### config.mk
export PLATFORM = sky130hd
export DESIGN_NAME = seg_scan_mux
export DESIGN_NICKNAME = d
export VERILOG_FILES = /design/src/rtl/seg_pkg.sv /design/src/rtl/seg_hex_dec.sv /design/src/rtl/seg_scan_mux.sv
export SDC_FILE = /design/constraint.sdc
export NUM_CORES = 1
export LEC_CHECK = 0
export BUFFER_PORTS_ARGS = -buffer_cell sky130_fd_sc_hd__buf_2
export CAP_MARGIN = 15
export CORE_ASPECT_RATIO = 1.25
export CORE_MARGIN = 5
export CORE_UTILIZATION = 25
export CTS_CLUSTER_DIAMETER = 60
export DETAILED_ROUTE_END_ITERATION = 8
export GPL_TIMING_DRIVEN = 0
export PLACE_DENSITY_LB_ADDON = 0.1
export REMOVE_ABC_BUFFERS = 1
export SLEW_MARGIN = 10
export SYNTH_ARGS = -nofsm -noshare
export SYNTH_HDL_FRONTEND = slang
export SYNTH_HIERARCHICAL = 1
export SYNTH_SLANG_ARGS = --single-unit
export TNS_END_PERCENT = 20
### constraint.sdc
create_clock -name clk -period 3.2 [get_ports clk]
set_clock_uncertainty 0.05 [all_clocks]
set_input_delay 0.16 -clock clk [delete_from_list [all_inputs] [get_ports clk]]
set_output_delay 0.16 -clock clk [all_outputs]
set_load 0.005 [all_outputs]
### src/rtl/seg_pkg.sv
// rtl/seg_pkg.sv - shared seven-segment glyph constants and hex decode helper
package seg_pkg;

    localparam int NIB_W = 4;

    localparam logic [7:0] SEG_BLANK = 8'hFF;

    // Active-low {dp,g,f,e,d,c,b,a}; dp always off
    localparam logic [7:0] SEG_HEX [16] = '{
        8'hC0, 8'hF9, 8'hA4, 8'hB0, 8'h99, 8'h92, 8'h82, 8'hF8,
        8'h80, 8'h90, 8'h88, 8'h83, 8'hC6, 8'hA1, 8'h86, 8'h8E
    };

    function automatic logic [7:0] hex2seg(input logic [NIB_W-1:0] nib);
        return SEG_HEX[nib];
    endfunction

endpackage

### src/rtl/seg_hex_dec.sv
// rtl/seg_hex_dec.sv - combinational nibble to active-low segment decoder
module seg_hex_dec
    import seg_pkg::*;
(
    input  logic [NIB_W-1:0] nib,
    output logic [7:0]       seg
);

    assign seg = hex2seg(nib);

endmodule

### src/rtl/seg_scan_mux.sv
// rtl/seg_scan_mux.sv - multi-channel frame-snapshot hex scanner; SEG_LZ_BLANK_EN enables leading-zero blanking
module seg_scan_mux
    import seg_pkg::*;
#(
    parameter int DIGITS   = 8,
    parameter int NUM_CH   = 4,
    parameter int SCAN_DIV = 50000,
    parameter int CH_W     = (NUM_CH > 1) ? $clog2(NUM_CH) : 1
) (
    input  logic                         clk,
    input  logic                         rst_n,
    input  logic                         cs,
    input  logic [CH_W-1:0]              ch_sel,
    input  logic [NUM_CH*NIB_W*DIGITS-1:0] i_data,
    output logic [7:0]                   o_seg,
    output logic [DIGITS-1:0]            o_sel,
    output logic [CH_W-1:0]              o_ch
);

    localparam int W  = NIB_W * DIGITS;
    localparam int PW = (SCAN_DIV > 1) ? $clog2(SCAN_DIV) : 1;
    localparam int IW = (DIGITS > 1) ? $clog2(DIGITS) : 1;
    localparam logic [PW-1:0] PCNT_MAX = PW'(SCAN_DIV - 1);
    localparam logic [IW-1:0] IDX_LAST = IW'(DIGITS - 1);

    logic [PW-1:0]     pcnt;
    logic [IW-1:0]     idx;
    logic [IW-1:0]     idx_next;
    logic [W-1:0]      snap;
    logic [W-1:0]      cap_word;
    logic [W-1:0]      disp_word;
    logic [NIB_W-1:0]  nib;
    logic [7:0]        dec_seg;
    logic [DIGITS-1:0] sel_nx;
    logic              tick;
    logic              frame;
    logic              capture;
    logic              blank;

    assign tick     = (pcnt == PCNT_MAX);
    assign frame    = tick && (idx == IDX_LAST);
    assign capture  = frame && cs;
    assign idx_next = (idx == IDX_LAST) ? '0 : idx + 1'b1;

    // Out-of-range channel selects fall through to an all-zero word
    always_comb begin
        cap_word = '0;
        for (int k = 0; k < NUM_CH; k++) begin
            if (int'(ch_sel) == k) cap_word = i_data[k*W +: W];
        end
    end

    // Bypass so digit 0 of a new frame already shows the fresh capture
    assign disp_word = capture ? cap_word : snap;

    always_comb begin
        nib    = '0;
        sel_nx = '1;
        for (int d = 0; d < DIGITS; d++) begin
            if (int'(idx_next) == d) begin
                nib       = disp_word[d*NIB_W +: NIB_W];
                sel_nx[d] = 1'b0;
            end
        end
    end

`ifdef SEG_LZ_BLANK_EN
    // Blank when every nibble from this digit upward is zero; digit 0 always lit
    always_comb begin
        blank = (idx_next != '0);
        for (int d = 0; d < DIGITS; d++) begin
            if (d >= int'(idx_next) && disp_word[d*NIB_W +: NIB_W] != '0) blank = 1'b0;
        end
    end
`else
    assign blank = 1'b0;
`endif

    seg_hex_dec u_dec (
        .nib (nib),
        .seg (dec_seg)
    );

    always_ff @(posedge clk or negedge rst_n) begin
        if (!rst_n) begin
            pcnt  <= '0;
            idx   <= IDX_LAST;
            snap  <= '0;
            o_ch  <= '0;
            o_seg <= SEG_BLANK;
            o_sel <= '1;
        end else begin
            pcnt <= tick ? '0 : pcnt + 1'b1;
            if (tick) begin
                idx   <= idx_next;
                o_sel <= sel_nx;
                o_seg <= blank ? SEG_BLANK : dec_seg;
            end
            if (capture) begin
                snap <= cap_word;
                o_ch <= ch_sel;
            end
        end
    end

endmodule

==> impl_metrics.csv, run 1 <==
group,metric,value,unit
outcome,status,"finished with violations",
outcome,violations,"setup timing",
setup_path,worst_setup_path_end_kind,"register",
global_routing,antenna_found_initial,0,
setup_path,endpoint,"o_seg[3]$_DFFE_PN1N_",
final_layout,syn2layout_area_growth,37.5,%
pwr,power.leakage,2.93,nW
setup_path,crit_family,"flip-flops",
detailed_routing,vias_per_cell,4.65,
timing,finalSetupTns,-0.287,ns
timing,hold_violations,0,
setup_path,cpPeakStageDelay,0.63,ns
setup_path,reg2reg_from,"idx[0]$_DFFE_PN1N_",
setup_path,path_depth,15,
timing,setup_viol,4,
setup_path,cp_num_buf_inv,4,
timing,maxSlewViolCount,0,
detailed_routing,postRouteAntennaNets,0,
cts,h-tree-depth,3,
setup_path,ff2ff_setup_slack,-0.13,ns
detailed_routing,wire_per_inst,16.1,um
die,dieWidth,128,um
pwr,powerDensity,330,mW/mm^2
synthesis,async_flop_share,100,%
detailed_routing,drt_pass1_iterations,4,
setup_path,critPathLaunch,"idx[0]$_DFFE_PN1N_",
final_layout,seqCellArea,0.00175,sq mm
die,die_h,158,um
timing,fmax,300,MHz
timing,rsz0062_at_grt,"true",
setup_path,cp-start-kind,"register",
cts,clk_path_buf_depth,2,
setup_path,crit_top_cell,"ha_4",
global_routing,grt_overflow,0,
timing,worst_slack,-0.131,ns
placement,place_ws,-1.63,ns
flow_run,cap_violations,0,
die,dieArea,0.0202,sq mm
final_layout,finalNetCount,731,
synthesis,synth_seq_cells,69,
placement,gp_congestion,0.702,
detailed_routing,drt_iter0_markers,164,
final_layout,fill_cells,1861,
global_routing,grt_pass1_wl,20800,um
cts,cts_buffers,9,
final_layout,antenna_cells,0,
setup_path,critical_path_arrival,3.54,ns
setup_path,cp_max_fo,5,
cts,cts_tree,"built",
setup_path,reg2reg_depth,15,
die,io_pins,151,
setup_path,worstSetupPathType,"reg -> reg",
placement,dp.final_hpwl,8860,um
detailed_routing,remaining_drc_errors,0,
cts,cts_sinks,69,
global_routing,grt_pass1_vias,4064,
synthesis,synth_edf_count,0,
final_layout,drive_above_1_share,47.9,%
hold_path,hp-class,"in -> reg",
timing,period_minus_slack,3.33,ns
final_layout,multi_input_area,0.00267,sq mm
cts,clkSlewWorstSetupHoldPaths,0.05,ns
setup_path,cp_data_required_time,3.41,ns
pwr,finalPower,1.98,mW
die,rows,54,
global_routing,gr-usage-all-layers,13.1,%
setup_path,r2r-end,"o_seg[3]$_DFFE_PN1N_",
cts,clk-insertion-delay-late,0.33,ns
die,start_util,25.2,%
placement,io_buffers,150,
synthesis,synth_area_per_cell,10.3,sq um
die,coreArea,0.0173,sq mm
pwr,irDropWorstVdd,225,uV
timing,whs,0.192,ns
timing,slew_headroom,45.4,%
global_routing,grt_start_max_net_pins,38,
detailed_routing,drt-total-wl,13100,um
timing,tightestPinTransition,0.819,ns
synthesis,syn_area,0.00436,sq mm
setup_path,cp_slowest_cell,"dfstp_4",
cts,root_buffer,"clkbuf_16",
synthesis,yosys.cell_types.count,55,
synthesis,synthFlopType,"dfrtp_1",
synthesis,yosysWarnings,6,
setup_path,worstPathCellList,"ha_4 -> ha_4 -> buf_6 -> nor4b_4 -> buf_4 -> a222oi_1 -> o21ai_1 -> o21ai_1 -> a211oi_2 -> inv_2 -> ha_4 -> inv_2 -> mux4_2 -> nand2_2 -> nand2_1",
detailed_routing,vias,3803,
synthesis,yosysSeqAreaShare,40.1,%
synthesis,synthCells,423,
timing,period_share,104,%
hold_path,worstHoldStart,"i_data[68]",
[state kept, by name, summed over array words and instances (netlist names)]
signal / count
idx: 3
o_ch: 2
o_seg: 8
o_sel: 8
pcnt: 16
snap: 32
[area by class of cell]
class                           instances  share of cell area (%)
Sequential cell                        69                    29.2
Timing Repair Buffer                  179                    16.8
Multi-Input combinational cell        323                    44.5
Clock buffer                           14                    4.23
Tap cell                              224                    4.67
Clock inverter                          2                   0.167
Inverter                                6                   0.375
[through the flow]
step | instances | utilization [%] | cell area (sq um)
floorplan | 393 | - | 4190
global placement | 767 | 30.2 | 5230
detailed placement | 768 | 30.4 | 5250
CTS | 808 | 34.1 | 5890
global route | 817 | 34.7 | 6000
finish | 817 | 34.7 | 6000
[repair_timing]
| action | in CTS | in global routing |
|---|---|---|
| hold buffers | 1 | 0 |
| hold endpoints to repair | 26 | 0 |
| setup buffers | 18 | 9 |
| endpoints found under the setup margin | 7 | 6 |
| gates resized for setup | 32 | 15 |
| pin swaps | 13 | 14 |
| gates cloned | 5 | 0 |
[layout by cell type, fill, tap and decap left out, types with 3 or more instances in the layout]
master and count:
dfrtp_1 50, xor2_1 9, inv_1 3, o21ai_1 7
nor2b_1 3, nor4b_4 3, mux2i_1 6, a22o_1 4
clkbuf_16 9, o21ai_0 6, ha_4 4, xnor2_1 5
and3_1 12, a21boi_0 3, ha_1 5, clkbuf_1 4
inv_2 3, nand2_1 118, nand3_1 9, buf_4 26
a21o_1 10, mux4_2 33, a211oi_1 6, and4_1 3
nor2_1 23, dfstp_2 18, a22oi_1 3, buf_2 148
[how the worst min path moves through the flow]
stage                                      end  slack (ns)  cells past startpoint
after floorplan            o_ch[0]$_DFFE_PN0N_       -0.19                      0
after global placement    o_seg[7]$_DFFE_PN1N_        0.39                      2
after detailed placement     pcnt[7]$_DFF_PN0_        0.09                      1
after CTS                    snap[6]$_DFF_PN0_        0.18                      4
after global routing         snap[6]$_DFF_PN0_        0.20                      4
final                        snap[4]$_DFF_PN0_        0.19                      4
[cell families after synthesis]
group	share of synthesized area (%)
AO/OA/AOI/OAI	9.72
XOR/XNOR	2.81
buffers and inverters	4.42
flip-flops	40.1
AND/OR/NAND/NOR	21.0
multiplexers	19.0
other	0.0859
adder cells (fa/ha/maj)	2.87
[report_power, final]
group / internal (mW) / switching [mW] / total (mW)
Combinational: 0.123 / 0.0766 / 0.199
Sequential: 0.874 / 0 / 0.874
Clock: 0.544 / 0.360 / 0.905
[metal layers]
| layer | vias to the layer above | routed length, um | GRT usage (%) |
|---|---|---|---|
| li1 | 1852 | - | - |
| met1 | 1824 | 5590 | 16.8 |
| met2 | 120 | 6660 | 22.2 |
| met3 | 7 | 773 | 3.10 |
| met4 | 0 | 116 | 3.64 |
| met5 | - | 0 | 0 |
[cell usage after synthesis, drive strengths merged, types with 4 or more instances]
master	instances	area [sq um]
dfrtp	50	1250
nand2	120	450
inv	6	22.5
xor2	9	78.8
and3	13	81.3
a22o	4	35.0
a211oi	8	60.1
o21ai	14	70.1
clkbuf	8	30.0
nand3	9	45.0
buf	22	140
and4	4	37.5
mux4	33	747
mux2i	6	60.1
a21o	10	75.1
nor2	24	97.6
dfstp	19	499
ha	10	125
a311oi	4	35.0
xnor2	5	43.8
[worst register-to-register path, stage by stage, from the launching register on]
cell,delay [ns]
dfstp_4,0.63
ha_4,0.14
ha_4,0.21
buf_6,0.14
nor4b_4,0.30
buf_4,0.16
a222oi_1,0.06
o21ai_1,0.08
o21ai_1,0.12
a211oi_2,0.34
inv_2,0.13
ha_4,0.29
inv_2,0.04
mux4_2,0.46
nand2_2,0.06
nand2_1,0.05
Note: power is estimated with default switching activity, not from simulation.
==> run 2: changes to the inputs <==
==> constraint.sdc (replaced) <==
create_clock -name clk -period 3.2 [get_ports clk]
set_clock_uncertainty 0.05 [all_clocks]
set_input_delay 0.64 -clock clk [delete_from_list [all_inputs] [get_ports clk]]
set_output_delay 0.64 -clock clk [all_outputs]
set_load 0.005 [all_outputs]
==> run 2 against run 1 <==
  * The flow still finishes with violations (setup timing)
  * Power hardly changed
  * Non-clock buffer count is 1 lower
  * Global-route usage hardly changed
  * Clock-buffer cell count stayed put
  * First-iteration DRC count is 15% higher
  * Combinational power hardly changed
  * Sequential cell count stayed put
  * Via count is 0.21% lower
  * Die area stayed put
  * Clock power hardly changed
  * Critical path depth stayed put
  * Cell count is 0.12% lower
==> impl_metrics.csv, run 2 (synthesis results as in run 1) <==
group,metric,value,unit
timing,rsz0062_at_grt,"true",
cts,clk_path_buf_depth,2,
cts,root_buffer,"clkbuf_16",
global_routing,gr-usage-all-layers,13.1,%
setup_path,reg2reg_from,"idx[0]$_DFFE_PN1N_",
final_layout,largest_register_ffs,32,
setup_path,worstSetupPathType,"reg -> reg",
setup_path,cp_num_buf_inv,4,
cts,clk-insertion-delay-late,0.33,ns
timing,setup_viol,4,
die,start_util,25.2,%
detailed_routing,wire_per_inst,16.1,um
final_layout,final_common_cell,"buf_2",
placement,io_buffers,150,
timing,worst_slack,-0.131,ns
setup_path,critical_path_arrival,3.54,ns
pwr,power.share.switching,22.0,%
global_routing,grt_start_max_net_pins,38,
global_routing,grt_overflow,0,
outcome,violations,"setup timing",
pwr,power.leakage,2.93,nW
setup_path,cpPeakStageDelay,0.63,ns
placement,place_ws,-1.63,ns
detailed_routing,vias_per_cell,4.65,
setup_path,ff2ff_setup_slack,-0.13,ns
cts,h-tree-depth,3,
detailed_routing,vias,3795,
global_routing,antenna_found_initial,0,
global_routing,grt_pass1_vias,4071,
placement,dp.cells,768,
setup_path,cp_data_required_time,3.41,ns
die,dieArea,0.0202,sq mm
detailed_routing,drt_iter0_markers,188,
die,dieWidth,128,um
final_layout,max_flop_register,"snap",
setup_path,worst_setup_path_end_kind,"register",
hold_path,hp-class,"in -> async",
pwr,powerDensity,329,mW/mm^2
final_layout,finalNetCount,730,
setup_path,endpoint,"o_seg[3]$_DFFE_PN1N_",
setup_path,cp_slowest_cell,"dfstp_4",
setup_path,r2r-end,"o_seg[3]$_DFFE_PN1N_",
setup_path,worstPathCellList,"ha_4 -> ha_4 -> buf_6 -> nor4b_4 -> buf_4 -> a222oi_1 -> o21ai_1 -> o21ai_1 -> a211oi_2 -> inv_2 -> ha_4 -> inv_2 -> mux4_2 -> nand2_2 -> nand2_1",
pwr,switching_power,0.436,mW
setup_path,crit_family,"flip-flops",
timing,whs,0.207,ns
final_layout,antenna_cells,0,
final_layout,largest_registers,"snap x32, pcnt x16",
setup_path,critPathLaunch,"idx[0]$_DFFE_PN1N_",
final_layout,syn2layout_area_growth,37.5,%
detailed_routing,drt_pass1_iterations,4,
timing,period_minus_slack,3.33,ns
die,rows,54,
global_routing,grt_pass1_wl,20800,um
pwr,pwr-share-comb,10.1,%
detailed_routing,drt-total-wl,13100,um
cts,cts_tree,"built",
detailed_routing,remaining_drc_errors,0,
pwr,irDropWorstVdd,224,uV
timing,hold_violations,0,
setup_path,crit_top_cell,"ha_4",
setup_path,path_depth,15,
timing,maxSlewViolCount,0,
detailed_routing,postRouteAntennaNets,0,
final_layout,fin_cells,816,
die,coreArea,0.0173,sq mm
timing,slew_headroom,56.8,%
die,io_pins,151,
timing,fmax,300,MHz
timing,finalSetupTns,-0.284,ns
cts,clkSlewWorstSetupHoldPaths,0.05,ns
cts,cts_buffers,9,
pwr,seq_power_share,44.2,%
cts,cts_sinks,69,
setup_path,reg2reg_depth,15,
final_layout,final_cell_mix,"buf_2, nand2_1, dfrtp_1",
placement,dp.final_hpwl,8860,um
pwr,p_clk_share,45.7,%
setup_path,cp_max_fo,5,
placement,gp_congestion,0.702,
flow_run,cap_violations,0,
setup_path,cp-start-kind,"register",
timing,period_share,104,%
die,die_h,158,um
pwr,p_int,1.54,mW
final_layout,drive_above_1_share,48.0,%
outcome,status,"finished with violations",
timing,tightestPinTransition,0.644,ns
==> run 2: changes by cell type in the layout (fill, tap and decap cells not counted), sizes merged <==
cell         before  now
dlygate4sd3       1    0
==> run 2: repair_timing <==
item                                   CTS  global route
gates resized for setup                 35            15
hold buffers                             0             0
setup endpoints to repair                7             6
gates cloned                             5             0
buffers inserted                        18             9
endpoints found under the hold margin    0             0
pin swaps                               13            14
==> run 2: routing by layer <==
layer	global-route usage [%]	vias up	wire length, um
met1	16.8	1822	5640
met4	3.64	0	116
met5	0	-	0
met3	3.10	7	728
met2	22.2	116	6670
li1	-	1850	-
==> run 2: final cells by class <==
type                            count  area [sq um]
Sequential cell                    69          1750
Timing Repair Buffer              178          1010
Inverter                            6          22.5
Multi-Input combinational cell    323          2670
Tap cell                          224           280
Clock buffer                       14           254
Fill cell                        1863         11300
Clock inverter                      2          10.0
==> run 2: worst reg2reg max path: cells and delay by family (launching register included) <==
family / cells / cell delay [ns]
adders and majority gates: 3 / 0.64
DFF: 1 / 0.63
AOI/OAI and AO/OA: 4 / 0.60
buffers and inverters: 4 / 0.47
muxes: 1 / 0.46
and+or+nand+nor: 3 / 0.41
==> run 2: worst min path at each step <==
stage	cells after the start	slack, ns	startpoint	to
2_1_floorplan	0	0.29	rst_n	o_ch[0]$_DFFE_PN0N_
3_3_place_gp	2	0.39	o_seg[7]$_DFFE_PN1N_	o_seg[7]$_DFFE_PN1N_
3_5_place_dp	2	0.39	o_sel[6]$_DFFE_PN1N_	o_sel[6]$_DFFE_PN1N_
4_1_cts	1	0.21	rst_n	pcnt[7]$_DFF_PN0_
5_1_grt	1	0.24	rst_n	pcnt[0]$_DFF_PN0_
6_report	1	0.21	rst_n	pcnt[7]$_DFF_PN0_
==> run 2: through the flow <==
step	cell area, sq um	total power, mW	util, %
finish	6000	1.98	34.7
global route	6000	2.07	34.7
CTS	5890	2.02	34.1
global placement	5230	1.08	30.2
floorplan	4190	0.963	-
detailed placement	5250	1.09	30.4
==> run 2: power by group through the flow <==
stage                     Combinational [mW]  Clock (mW)  Sequential, mW
after global routing                   0.220       0.978           0.873
after global placement                 0.195           0           0.889
after CTS                              0.206       0.938           0.874
after detailed placement               0.204           0           0.889
final                                  0.199       0.904           0.874
after floorplan                       0.0738           0           0.889
